**config.mk**
```make
export PLATFORM = sky130hd
export DESIGN_NAME = mux_scan_n
export DESIGN_NICKNAME = d
export VERILOG_FILES = /design/src/rtl/mux_scan_pkg.sv /design/src/rtl/mux_scan_n_dwell_counter.sv /design/src/rtl/mux_scan_n.sv
export SDC_FILE = /design/constraint.sdc
export NUM_CORES = 1
export LEC_CHECK = 0
export CORE_AREA = 4 4 41 43
export CTS_CLUSTER_SIZE = 24
export DETAILED_ROUTE_END_ITERATION = 10
export DIE_AREA = 0 0 45 47
export GPL_TIMING_DRIVEN = 0
export SLEW_MARGIN = 20
export SYNTH_ARGS = -nofsm -noshare
export SYNTH_HDL_FRONTEND = slang
export SYNTH_SLANG_ARGS = --single-unit
```
**constraint.sdc**
```tcl
create_clock -name clk -period 3.65 [get_ports clk]
set_input_delay 0.5475 -clock clk [delete_from_list [all_inputs] [get_ports clk]]
set_output_delay 0.5475 -clock clk [all_outputs]
set_load 0.02 [all_outputs]
```
**src/rtl/mux_scan_pkg.sv**
```systemverilog
// Shared definitions for the scanning channel multiplexer: FSM state encoding
// and a width helper usable in parameter expressions.
package mux_scan_pkg;

    typedef enum logic {
        ST_MANUAL = 1'b0,
        ST_SCAN   = 1'b1
    } state_t;

    // Never returns 0, so a 1-deep counter still gets a 1-bit register.
    function automatic int clog2_min1(input int n);
        int r;
        r = 0;
        while ((1 << r) < n) r++;
        return (r < 1) ? 1 : r;
    endfunction

endpackage

```
**src/rtl/mux_scan_n_dwell_counter.sv**
```systemverilog
// Dwell timer for scan mode: counts 0..DWELL-1 while enabled, wraps to 0,
// and flags the last cycle of each dwell period on tc.
module dwell_counter
    import mux_scan_pkg::*;
#(
    parameter int DWELL = 4
) (
    input  logic clk,
    input  logic resetn,
    input  logic clr,
    input  logic en,
    output logic tc
);

    localparam int              CNT_W = clog2_min1(DWELL);
    localparam logic [CNT_W-1:0] LAST = CNT_W'(DWELL - 1);

    logic [CNT_W-1:0] r_cnt;

    always_ff @(posedge clk or negedge resetn) begin
        if (!resetn) begin
            r_cnt <= '0;
        end else if (clr) begin
            r_cnt <= '0;
        end else if (en) begin
            r_cnt <= (r_cnt == LAST) ? '0 : r_cnt + CNT_W'(1);
        end
    end

    assign tc = (r_cnt == LAST);

endmodule

```
**src/rtl/mux_scan_n.sv**
```systemverilog
// N-channel W-bit multiplexer with a registered output and a stored selector
// that is either loaded manually or rotated through the channels in scan mode.
//
// state     | meaning
// ST_MANUAL | selector changes only on an in-range sel_load
// ST_SCAN   | selector advances every DWELL cycles, wrapping CHANNELS-1 -> 0
module mux_scan_n
    import mux_scan_pkg::*;
#(
    parameter int WIDTH    = 1,
    parameter int CHANNELS = 4,
    parameter int SEL_W    = 2,
    parameter int DWELL    = 4
) (
    input  logic                      clk,
    input  logic                      resetn,
    input  logic [CHANNELS*WIDTH-1:0] data_in,
    input  logic [SEL_W-1:0]          sel_in,
    input  logic                      sel_load,
    input  logic                      mode,
    input  logic                      hold,
    output logic [WIDTH-1:0]          data_out,
    output logic [SEL_W-1:0]          sel_out,
    output logic                      valid,
    output logic                      wrap,
    output logic                      sel_err
);

    localparam logic [SEL_W-1:0] LAST_CH = SEL_W'(CHANNELS - 1);

    state_t           r_state;
    logic [SEL_W-1:0] r_sel;
    logic [WIDTH-1:0] r_data;
    logic             r_valid;
    logic             r_wrap;
    logic             r_sel_err;

    logic             w_in_range;
    logic             w_load_ok;
    logic             w_scanning;
    logic             w_cnt_en;
    logic             w_cnt_clr;
    logic             w_tc;
    logic             w_advance;
    logic [WIDTH-1:0] w_chan;

    assign w_in_range = (32'(sel_in) < 32'(CHANNELS));
    assign w_load_ok  = sel_load && w_in_range;
    // Counting needs both the registered state and the mode input in scan, so
    // the edge that enters or leaves scan always leaves the counter at zero.
    assign w_scanning = (r_state == ST_SCAN) && mode;
    assign w_cnt_en   = !hold && w_scanning;
    assign w_cnt_clr  = !hold && (w_load_ok || !w_scanning);
    assign w_advance  = w_cnt_en && w_tc && !w_load_ok;
    assign w_chan     = data_in[int'(r_sel)*WIDTH +: WIDTH];

    dwell_counter #(
        .DWELL (DWELL)
    ) u_dwell (
        .clk    (clk),
        .resetn (resetn),
        .clr    (w_cnt_clr),
        .en     (w_cnt_en),
        .tc     (w_tc)
    );

    always_ff @(posedge clk or negedge resetn) begin
        if (!resetn) begin
            r_state   <= ST_MANUAL;
            r_sel     <= '0;
            r_data    <= '0;
            r_valid   <= 1'b0;
            r_wrap    <= 1'b0;
            r_sel_err <= 1'b0;
        end else begin
            r_state   <= mode ? ST_SCAN : ST_MANUAL;
            r_valid   <= 1'b1;
            r_wrap    <= 1'b0;
            r_sel_err <= 1'b0;
            if (!hold) begin
                r_data <= w_chan;
                if (sel_load && !w_in_range) begin
                    r_sel_err <= 1'b1;
                end
                if (w_load_ok) begin
                    r_sel <= sel_in;
                end else if (w_advance) begin
                    if (r_sel == LAST_CH) begin
                        r_sel  <= '0;
                        r_wrap <= 1'b1;
                    end else begin
                        r_sel <= r_sel + SEL_W'(1);
                    end
                end
            end
        end
    end

    assign data_out = r_data;
    assign sel_out  = r_sel;
    assign valid    = r_valid;
    assign wrap     = r_wrap;
    assign sel_err  = r_sel_err;

endmodule

```
==> metrics.csv <==
stage,metric,value,unit
timing,tns,0,ns
route,drcViolationCount,0,
layout,fillers,136,
clocking,root_buffer,clkbuf_4,
timing,fmax,538,MHz
setup_path,crit_arrival,1.31,ns
layout,mostFrequentLayoutCell,clkdlybuf4s50_1,
logic_synthesis,synth_top_area_share,51.6,%
clocking,hold_buffers,0,
clocking,htreeDepth,1,
setup_path,path_cells,clkdlybuf4s50_1,
setup_path,crit_type,reg -> out,
worst_hold_path,hp-class,in -> reg,
timing,layout_min_cycle_time,1.86,ns
logic_synthesis,synth-seq-cells,8,
route,first_iter_violations,6,
die,die_w,45,um
layout,final_cell_mix,"clkdlybuf4s50_1 (13), dfrtp_1 (8), nand2_1 (4)",
grt,antenna_found_initial,0,
layout,area_growth,44.2,%
timing,setup_viol,0,
setup_path,required,3.10,ns
grt,grt-ovfl-total,0,
logic_synthesis,avgSynthCellArea,11.4,um^2
die,dieArea,2120,um^2
setup_path,crit_path_max_fanout,5,
clocking,clk_path_buf_depth,2,
setup_path,worst_path_max_delay_cell,clkdlybuf4s50_1,
route,drtAntennaViolNets,0,
logic_synthesis,synth_seq_area_share,51.6,%
setup_path,slowest_delay,0.64,ns
logic_synthesis,synth_cell_types,20,
clocking,tritoncts,built,
place,dp_cells,62,
logic_synthesis,synth_nets,47,
logic_synthesis,yosysTopAreaCell,dfrtp_1,
clocking,cts_buffers,3,
clocking,ctsResizeCount,0,
timing,period_share,50.9,%
grt,grt_usage,9.58,%
route,drt-total-wl,840,um
grt,grt_max_degree,11,
grt,grt_pass1_wl,1320,um
route,dr_total_vias,308,
layout,drive_above_1_share,16.0,%
layout,final_core_utilization,43.0,%
clocking,clock-sinks,8,
logic_synthesis,synthTopCellsByArea,"dfrtp_1 (52%), ha_1 (6.5%), mux4_2 (5.8%)",
setup_path,cp-end-kind,primary output,
route,firstDrtPassIters,4,
setup_path,r2r-start,u_dwell.r_cnt[0],
die,core,1300,um^2
layout,nets,65,
timing,hold_viol_final,0,
layout,diodes,0,
run,maxCapViolCount,0,
clocking,post_cts.repair.setup_buffers,0,
place,dpl.hpwl,655,um
place,place_congestion,0.703,
timing,hold_slack,0.481,ns
place,port_buffers,13,
clocking,clk_pin_slew_worst_paths,0.05,ns
die,start_util,29.8,%
layout,finalNonFillerCells,65,
outcome,status,finished clean,
logic_synthesis,netlist_instances,34,
worst_hold_path,hold_path_startpoint,sel_load,
die,ios,17,
setup_path,path_buf_inv,1,
logic_synthesis,synth-warning-count,0,
setup_path,path_delay_family,buffers and inverters,
die,die_h,47,um
route,routedWlPerCell,12.9,um
power,p_leak,0.242,nW
power,power.density,428,nW/um^2
setup_path,crit_start,sel_out[0],
timing,drv_slew,0,
die,rows,13,
clocking,clock_latency,0.25,ns
route,viasPerCell,4.74,
power,ir_drop,0.200,mV
timing,rsz0062_at_grt,false,
setup_path,start_kind,flip-flop,
timing,skew,0.00141,ns
logic_synthesis,synthesis.area,388,um^2
grt,grt_pass1_vias,290,
[state kept, by name, indices dropped and copies added (netlist names)]
name           count
data_out           1
sel_out            2
valid              1
r_state            1
u_dwell.r_cnt      2
wrap               1
[Yosys cell counts]
master	n
o21ai_0	2
o31ai_1	2
o21ai_1	1
inv_1	1
nand2_1	4
buf_4	1
ha_1	2
conb_1	2
buf_2	1
nor3_1	1
mux2i_1	1
o41ai_1	1
dfrtp_1	8
a21oi_1	1
or4_1	1
mux4_2	1
mux2_2	1
buf_6	1
nor4_1	1
a31oi_1	1
[cell families (layout without fill, tap and decap cells)]
| group | Yosys count | in the layout | synth area share [%] |
|---|---|---|---|
| AO/OA/AOI/OAI | 8 | 8 | 12.9 |
| adder cells (fa/ha/maj) | 2 | 2 | 6.45 |
| buffers and inverters | 4 | 20 | 7.10 |
| flip-flops | 8 | 8 | 51.6 |
| multiplexers | 3 | 3 | 11.3 |
| other | 2 | 2 | 1.94 |
| AND/OR/NAND/NOR | 7 | 7 | 8.71 |
[where the power goes]
part,switching [mW],leakage (nW),internal (mW)
clock network,0.0281,0.0138,0.0375
registers,0.00870,0.101,0.0986
logic,0.0293,0.127,0.0373
[through the flow]
step / worst slack (ns) / power (mW) / cell area [um^2]
2_1_floorplan: 2.25 / 0.143 / 388
6_report: 1.79 / 0.240 / 559
3_5_place_dp: 1.85 / 0.177 / 537
4_1_cts: 1.78 / 0.243 / 559
5_1_grt: 1.72 / 0.258 / 559
3_3_place_gp: 1.88 / 0.175 / 537
[per-layer routing]
layer,global-route usage (%),part of all wire (%),vias up
li1,-,-,153
met1,11.5,43,141
met2,12.4,48,12
met5,0,0,-
met3,5.75,7.6,2
met4,7.02,1.2,0
[worst paths after layout]
kind / endpoint / slack [ns] / depth (start not counted)
hold / removal: wrap / 0.48 / 2
min in group asynchronous: u_dwell.r_cnt[0] / 0.57 / 1
hold reg to reg: u_dwell.r_cnt[0] / 0.49 / 1
max in group asynchronous: sel_out[1] / 2.82 / 1
setup reg to reg: u_dwell.r_cnt[0] / 2.32 / 3
setup / recovery: sel_out[0] / 1.79 / 1
[area by class of cell]
| cell class | count | area [um^2] | share of cell area (%) |
|---|---|---|---|
| multi-input cells | 22 | 160 | 28.6 |
| plain buffers | 3 | 23.8 | 4.25 |
| repair buffers | 13 | 130 | 23.3 |
| inverters | 1 | 3.75 | 0.671 |
| clock buffers | 3 | 22.5 | 4.03 |
| well taps | 15 | 18.8 | 3.36 |
| flip-flops and latches | 8 | 200 | 35.8 |
Note: power is estimated with default switching activity, not from simulation.
